[config.mk]
export PLATFORM = sky130hd
export DESIGN_NAME = instr_fetch_flat
export DESIGN_NICKNAME = d
export VERILOG_FILES = /design/src/rtl/instr_fetch_if.sv /design/src/rtl/instr_fetch.sv /design/src/flat_wrapper.sv
export SDC_FILE = /design/constraint.sdc
export NUM_CORES = 1
export LEC_CHECK = 0
export BUFFER_PORTS_ARGS = -buffer_cell sky130_fd_sc_hd__buf_4
export CORE_UTILIZATION = 40
export DETAILED_ROUTE_END_ITERATION = 10
export PLACE_DENSITY = 0.65
export SYNTH_ARGS = -nofsm -noshare
export SYNTH_HDL_FRONTEND = slang
export SYNTH_SLANG_ARGS = --single-unit
[constraint.sdc]
create_clock -name clk -period 2.84 [get_ports clk]
set_clock_uncertainty 0.15 [all_clocks]
set_input_delay 0.142 -clock clk [delete_from_list [all_inputs] [get_ports clk]]
set_output_delay 0.142 -clock clk [all_outputs]
set_load 0.05 [all_outputs]
[src/rtl/instr_fetch_if.sv]
// Fetch-stage bus bundle: instruction-memory request/response, decode handshake and redirect.
// The master side belongs to the fetch stage; the slave side is memory, decode and branch resolution.
interface instr_fetch_if;
    logic        imem_req;
    logic [31:0] imem_addr;
    logic        imem_gnt;
    logic        imem_rvalid;
    logic [31:0] imem_rdata;

    logic        if_valid;
    logic        if_ready;
    logic [31:0] if_instr;
    logic [31:0] if_pc;
    logic [31:0] if_pc_plus4;

    logic        redirect;
    logic [31:0] redirect_pc;

    modport master (
        output imem_req,
        output imem_addr,
        input  imem_gnt,
        input  imem_rvalid,
        input  imem_rdata,
        output if_valid,
        input  if_ready,
        output if_instr,
        output if_pc,
        output if_pc_plus4,
        input  redirect,
        input  redirect_pc
    );

    modport slave (
        input  imem_req,
        input  imem_addr,
        output imem_gnt,
        output imem_rvalid,
        output imem_rdata,
        input  if_valid,
        output if_ready,
        input  if_instr,
        input  if_pc,
        input  if_pc_plus4,
        output redirect,
        output redirect_pc
    );
endinterface

[src/rtl/instr_fetch.sv]
// MIPS instruction fetch stage: holds the PC, issues one memory fetch at a time and presents the
// fetched word to decode; a redirect reloads the PC and discards any obsolete fetch.
module instr_fetch #(
    parameter logic [31:0] RESET_PC = 32'h0000_0000
) (
    input logic           clk,
    input logic           rst_n,
    instr_fetch_if.master bus
);

    typedef enum logic [1:0] {StIdle, StReq, StWait, StHold} state_e;

    localparam logic [31:0] ResetPcAligned = {RESET_PC[31:2], 2'b00};

    state_e      state_q, state_d;
    logic [31:0] pc_q, pc_d;
    logic        drop_q, drop_d;
    logic [31:0] instr_q, instr_d;
    logic [31:0] if_pc_q, if_pc_d;
    logic [31:0] pc4_q, pc4_d;

    logic [31:0] redirect_aligned;
    logic [31:0] pc_inc;

    assign redirect_aligned = {bus.redirect_pc[31:2], 2'b00};
    assign pc_inc           = pc_q + 32'd4;

    always_ff @(posedge clk or negedge rst_n) begin
        if (!rst_n) begin
            state_q <= StIdle;
            pc_q    <= ResetPcAligned;
            drop_q  <= 1'b0;
            instr_q <= 32'h0;
            if_pc_q <= 32'h0;
            pc4_q   <= 32'h0;
        end else begin
            state_q <= state_d;
            pc_q    <= pc_d;
            drop_q  <= drop_d;
            instr_q <= instr_d;
            if_pc_q <= if_pc_d;
            pc4_q   <= pc4_d;
        end
    end

    always_comb begin
        state_d = state_q;
        pc_d    = pc_q;
        drop_d  = drop_q;
        instr_d = instr_q;
        if_pc_d = if_pc_q;
        pc4_d   = pc4_q;

        unique case (state_q)
            StIdle: state_d = StReq;

            StReq: begin
                // An ungranted address may still move; a granted one becomes a fetch to discard.
                if (bus.redirect) pc_d = redirect_aligned;
                if (bus.imem_gnt) begin
                    state_d = StWait;
                    drop_d  = bus.redirect;
                end
            end

            StWait: begin
                if (bus.imem_rvalid) begin
                    if (!drop_q && !bus.redirect) begin
                        instr_d = bus.imem_rdata;
                        if_pc_d = pc_q;
                        pc4_d   = pc_inc;
                        pc_d    = pc_inc;
                        state_d = StHold;
                    end else begin
                        drop_d  = 1'b0;
                        state_d = StReq;
                        if (bus.redirect) pc_d = redirect_aligned;
                    end
                end else if (bus.redirect) begin
                    pc_d   = redirect_aligned;
                    drop_d = 1'b1;
                end
            end

            StHold: begin
                if (bus.redirect) begin
                    pc_d    = redirect_aligned;
                    state_d = StReq;
                end else if (bus.if_ready) begin
                    state_d = StReq;
                end
            end

            default: state_d = StIdle;
        endcase
    end

    assign bus.imem_req    = (state_q == StReq);
    assign bus.imem_addr   = pc_q;
    assign bus.if_valid    = (state_q == StHold);
    assign bus.if_instr    = instr_q;
    assign bus.if_pc       = if_pc_q;
    assign bus.if_pc_plus4 = pc4_q;

endmodule

[src/flat_wrapper.sv]
// flat-port wrapper written by rule: the top's interface ports become plain ports
module instr_fetch_flat 
#(
    parameter logic [31:0] RESET_PC = 32'h0000_0000
)
  (clk, rst_n, bus_imem_req, bus_imem_addr, bus_imem_gnt, bus_imem_rvalid, bus_imem_rdata, bus_if_valid, bus_if_ready, bus_if_instr, bus_if_pc, bus_if_pc_plus4, bus_redirect, bus_redirect_pc);
  instr_fetch_if bus_i ();
  input logic clk;
  input logic rst_n;
  output wire logic [$bits(bus_i.imem_req)-1:0] bus_imem_req;
  output wire logic [$bits(bus_i.imem_addr)-1:0] bus_imem_addr;
  input wire logic [$bits(bus_i.imem_gnt)-1:0] bus_imem_gnt;
  input wire logic [$bits(bus_i.imem_rvalid)-1:0] bus_imem_rvalid;
  input wire logic [$bits(bus_i.imem_rdata)-1:0] bus_imem_rdata;
  output wire logic [$bits(bus_i.if_valid)-1:0] bus_if_valid;
  input wire logic [$bits(bus_i.if_ready)-1:0] bus_if_ready;
  output wire logic [$bits(bus_i.if_instr)-1:0] bus_if_instr;
  output wire logic [$bits(bus_i.if_pc)-1:0] bus_if_pc;
  output wire logic [$bits(bus_i.if_pc_plus4)-1:0] bus_if_pc_plus4;
  input wire logic [$bits(bus_i.redirect)-1:0] bus_redirect;
  input wire logic [$bits(bus_i.redirect_pc)-1:0] bus_redirect_pc;
  assign bus_imem_req = bus_i.imem_req;
  assign bus_imem_addr = bus_i.imem_addr;
  assign bus_i.imem_gnt = bus_imem_gnt;
  assign bus_i.imem_rvalid = bus_imem_rvalid;
  assign bus_i.imem_rdata = bus_imem_rdata;
  assign bus_if_valid = bus_i.if_valid;
  assign bus_i.if_ready = bus_if_ready;
  assign bus_if_instr = bus_i.if_instr;
  assign bus_if_pc = bus_i.if_pc;
  assign bus_if_pc_plus4 = bus_i.if_pc_plus4;
  assign bus_i.redirect = bus_redirect;
  assign bus_i.redirect_pc = bus_redirect_pc;
  instr_fetch #(.RESET_PC(RESET_PC)) u_core (.clk(clk), .rst_n(rst_n), .bus(bus_i));
endmodule
# After elaboration in Yosys (flattened, before gate mapping)
# Index checks and enable logic that the tools add are counted.
# op_classes
eq_ne	8
reduce_logical	10
muxes	15
n_lt_le_gt_ge	0
div_mod_pow	0
bitwise	0
multipliers	0
add_sub_neg	1
n_shift	0
# op_table
cell	count
$mux 32	3
$pmux 32 s2	1
$add 32x3->32 const B	1
$mux 2	5
$pmux 2 s4	1
$ne 3x3->1 const B	2
$reduce_and 3->1	2
$eq 2x2->1 const B	2
$mux 1	4
$reduce_and 4->1	1
$reduce_bool 2->1	2
$ne 3x1->1 const B	1
$eq 2x1->1 const B	1
$logic_not 1->1	2
$logic_not 2->1	1
$ne 2x1->1 const B	1
$ne 2x2->1 const B	1
$pmux 1 s2	1
$reduce_or 2->1	1
$logic_and 1x1->1	1
# word_totals
memories	0
regBits	131
inputBits	70
romBits	0
latch_bits	0
ram_bits	0

# Longest topological paths before layout
# depth
ltp_word	5
depth_mapped	8
depth_no_buf	7

# Worst setup path before layout
# Ideal clock, no wire load.
# synth_path
path_type	reg2reg
start	reg u_core.state_q[0]
end	reg u_core.pc_q[30], in the netlist u_core.bus.imem_addr[30]
path_stages_with_launch	7
required_ps	2559
period_less_slack_ps	2820
arrival_time_ps	2539
slack_ps	20
cell_sequence	dfrtp_1 ha_1 or4b_2 nor3_1 nand3_1 o211a_1 or3_1
# synth_between
elab_chain_cells	3
# synth_rtl
element	line	text
from (decl)	instr_fetch.sv:15	state_e state_q, state_d;
from (signal assigned)	instr_fetch.sv:30	state_q <= StIdle;
from (signal assigned)	instr_fetch.sv:37	state_q <= state_d;
$eq 2x1->1 *	--	
net bus_imem_req	flat_wrapper.sv:10	output wire logic [$bits(bus_i.imem_req)-1:0] bus_imem_req;
$reduce_or 2->1 (no source line) *	--	
$pmux 32 s2 or $reduce_bool 2->1 (tied branches)	--	
to (signal assigned)	instr_fetch.sv:31	pc_q <= ResetPcAligned;
to (signal assigned)	instr_fetch.sv:38	pc_q <= pc_d;
to (decl)	instr_fetch.sv:16	logic [31:0] pc_q, pc_d;
# Mark *: on every way through the listed nets, which the timed path passes. The rest lies on a longest branch.
# A chain may end at the register's enable or synchronous reset.

# Worst setup path after layout
# layout_path
start	reg u_core.state_q[0]
end	reg u_core.pc_q[30], in the netlist u_core.bus.imem_addr[30]
# layout_between
elab_chain_cells	3
# layout_rtl
element	line	text
$eq 2x1->1 or $eq 2x2->1 (tied branches)	instr_fetch.sv:54	unique case (state_q)
$reduce_or 2->1 (no source line)	--	
$pmux 32 s2 or $reduce_bool 2->1 (tied branches)	--	
# Several ways; a longest one is shown, not always the timed one.

==> results by group <==
Die
  • Die Span X: between 100 and 150 um
  • Initial core utilization: 0.408
  • Die Height: between 100 and 150 um
  • Number of placement rows: 45
  • DIE AREA: 16000 um^2
  • Core area: about 15000 um^2
  • Top Ports: 200

Critical path
  • Crit path DAT: 2.80 ns
  • CP required: about 3 ns
  • Flop2flop setup slack: 0.18 ns
  • Crit path capture type: flip-flop
  • Critical path type: reg2reg
  • Peak fanout along the critical path: 5
  • Startpoint types: flip-flop

Cells and area
  • Layout cells sized above 1: 0.272
  • FILL cells: 1327
  • Fin area: a little over 9000 um^2
  • Commonest cells after routing, fill and taps aside: nand2_1 (237), buf_4 (220), dfrtp_1 (129)
  • Layout area overhead: 49.1%
  • Antenna cells: 0
  • Non-Filler Instances: around 1200
  • Most common cell after layout, fill and taps aside: nand2_1
  • Nets: 1040

Global route
  • Global-route wire length before repair: between 30 and 40 mm
  • Vias in the first global route: roughly 5800
  • Initial antenna violation count: 0
  • GRT Resource Usage Total: 0.248
  • Maximum number of pins on one net before global-route repair: 68
  • Total gr overflow: 0

Placement
  • Pre-CTS setup slack: about 0.25 ns
  • # placed instances: ~1100
  • HPWL after detailed placement: around 13 mm
  • Placed cell area: a little under 8000 um^2
  • Routability Congestion: 0.847
  • IO buf count: ~200

Clock network
  • Later-pin clock latency in the skew report: ~0.42 ns
  • Total CTS buffers: 17
  • Root buf cell: clkbuf_16
  • Resized cells post-CTS: 0
  • CTS tree: built
  • Hold buffers post-CTS: 65
  • Max clock buf depth: 2
  • Clk sinks: 129
  • # H-tree levels: 4
  • Clock-pin slew of the registers on the worst-case setup and hold paths: roughly 0.06 ns
  • Post-CTS setup buffer count: 0

STA
  • Final WS setup: 0.183 ns
  • Hold WS: between 0.04 and 0.05 ns
  • Fin. Hold Viols: 0
  • Minimum clock period: 2.66 ns
  • Fin crit share: 0.936
  • Setup TNS: 0 ns
  • RSZ-0062 raised after global routing: false
  • Count of final max-slew check failures: 0
  • Fmax: between 300 and 400 MHz
  • Worst slew pin tran: a little under 0.7 ns
  • # setup viols final: 0
  • Slew HR: 0.543

Yosys
  • Largest family of logic cells by synthesized area: simple AND/OR/NAND/NOR gates
  • FF+latch count, synth: ~130
  • Register area share after synthesis: 0.522
  • Post-synth cell types: 54
  • Synth area leaders: dfrtp_1 (52%), nand2_1 (14%), o21ai_0 (4.3%), clkbuf_1 (2.5%), xnor2_1 (2.3%)
  • Post-synth top area share: 0.522
  • Area fraction in compound gates after synthesis: 0.124
  • Async set-reset flop share out of synthesis: 1.00
  • Dominant synthesized flop cell: dfrtp_1
  • Adder-Cell Fraction of Synth Area: 0.0121
  • Post-synth EDFFs: 0
  • XOR/XNOR Fraction of Synth Area: 0.0382
  • Post-synth top area cell: dfrtp_1
  • Mux contribution to synthesized area: 0.00162
  • Post-Syn Area: just over 6000 um^2
  • Simple-Gate Fraction of Synth Area: 0.259
  • Mean post-synth cell area: roughly 8.7 um^2
  • Synth Instances: 712
  • Synthesis warning total: 0
  • Syn Nets: about 790

Routing
  • First-pass DRT Iterations: 4
  • Vias per cell: around 5.2
  • Routed wire per std cell: 16.5 um
  • Met2 routed WL: 9.11 mm
  • Top Metal Used: met4
  • Via count: just over 6000
  • First DRT Iteration DRCs: about 420
  • DRC Markers: 0
  • Overall routed net length: between 15 and 20 mm
  • WL met3: 1.04 mm
  • DRT met1 WL: 8.55 mm
  • ANT nets after route: 0

Outcome
  • Status: finished, final reports clean

Flow run
  • Max cap viols: 0

Pwr
  • VDD IR max: slightly below 0.8 mV
  • PwrDens: 1340 nW/um^2
  • P_leak: ~0.0045 uW

Worst hold path
  • Hold crit path type: in2reg
[kinds of logic after synthesis]
family,after synthesis
AOI/OAI and AO/OA,124
xor gates and xnor gates,27
adders and majority gates,6
buffers and inverters,66
DFF,129
muxes,1
and+or+nand+nor,359
[routing by layer]
layer	vias up	global-route usage
met5	-	0
met4	0	0.110
met3	41	0.0464
met2	218	0.387
met1	2895	0.336
li1	2920	-
[sequential cells by signal, summed over array words and instances (netlist names)]
| name | flops |
|---|---|
| u_core.drop_q | 1 |
| u_core.state_q | 2 |
| u_core.bus.imem_addr | 32 |
| u_core.bus.if_instr | 32 |
| u_core.bus.if_pc_plus4 | 30 |
| u_core.bus.if_pc | 32 |
[critical path, cell delays in order (launching register included)]
cell and delay (ns):
dfrtp_1 0.43, ha_1 0.27, or4b_2 0.66, nor3_1 0.29, nand3_1 0.16, o211a_1 0.23, or3_1 0.35
[power breakdown]
| part | switching [uW] | internal, uW |
|---|---|---|
| sequential | 864 | 2660 |
| clock | 825 | 1600 |
| combinational | 4450 | 1930 |
| total | 6140 | 6200 |
[metrics by stage]
stage	total power [uW]	util
final	12300	0.609
after floorplan	7720	-
after global placement	9750	0.522
after detailed placement	9820	0.522
after global routing	12900	0.609
after CTS	12400	0.609
[cells in the mapped netlist, types with 2 or more instances]
master,count
nand2_1,238
dfrtp_1,129
o21ai_0,53
clkbuf_1,41
nor2_1,26
nand3_1,22
a21oi_1,20
nor3_1,17
xnor2_1,16
nand4_1,12
o22ai_1,11
xor2_1,11
inv_1,10
and3_1,7
and4_1,6
ha_1,6
nor4_1,6
a211oi_1,5
buf_1,5
a22oi_1,4
a31oi_1,4
and2_1,4
buf_2,4
buf_4,4
nor2b_1,4
a2bb2oi_1,3
a311oi_1,3
a32oi_1,3
nor3b_1,3
o31a_1,3
or3_1,3
a22o_1,2
nand2b_1,2
nor4_2,2
o211ai_1,2
o22a_1,2
or4_4,2
[worst paths after layout]
kind                                                     from                              endpoint  cells after the start
setup reg to reg                u_core.state_q[0]$_DFFE_PN0P_  u_core.bus.imem_addr[30]$_DFFE_PN0P_                      6
hold / removal                                   bus_if_ready         u_core.state_q[0]$_DFFE_PN0P_                      4
hold reg to reg            u_core.bus.if_instr[0]$_DFFE_PN0P_    u_core.bus.if_instr[0]$_DFFE_PN0P_                      2
min in group asynchronous                               rst_n   u_core.bus.if_instr[11]$_DFFE_PN0P_                      2
setup / recovery                u_core.state_q[0]$_DFFE_PN0P_  u_core.bus.imem_addr[30]$_DFFE_PN0P_                      6
max in group asynchronous                               rst_n      u_core.bus.if_pc[13]$_DFFE_PN0P_                      3
[layout make-up]
type | instances | area (um^2) | area share
clock buffers | 19 | 453 | 0.0491
repair buffers | 288 | 2350 | 0.255
clock inverters | 13 | 209 | 0.0227
flip-flops and latches | 129 | 3230 | 0.350
multi-input cells | 517 | 2700 | 0.293
well taps | 188 | 235 | 0.0255
inverters | 11 | 41.3 | 0.00448
Note: power is estimated with default switching activity, not from simulation.
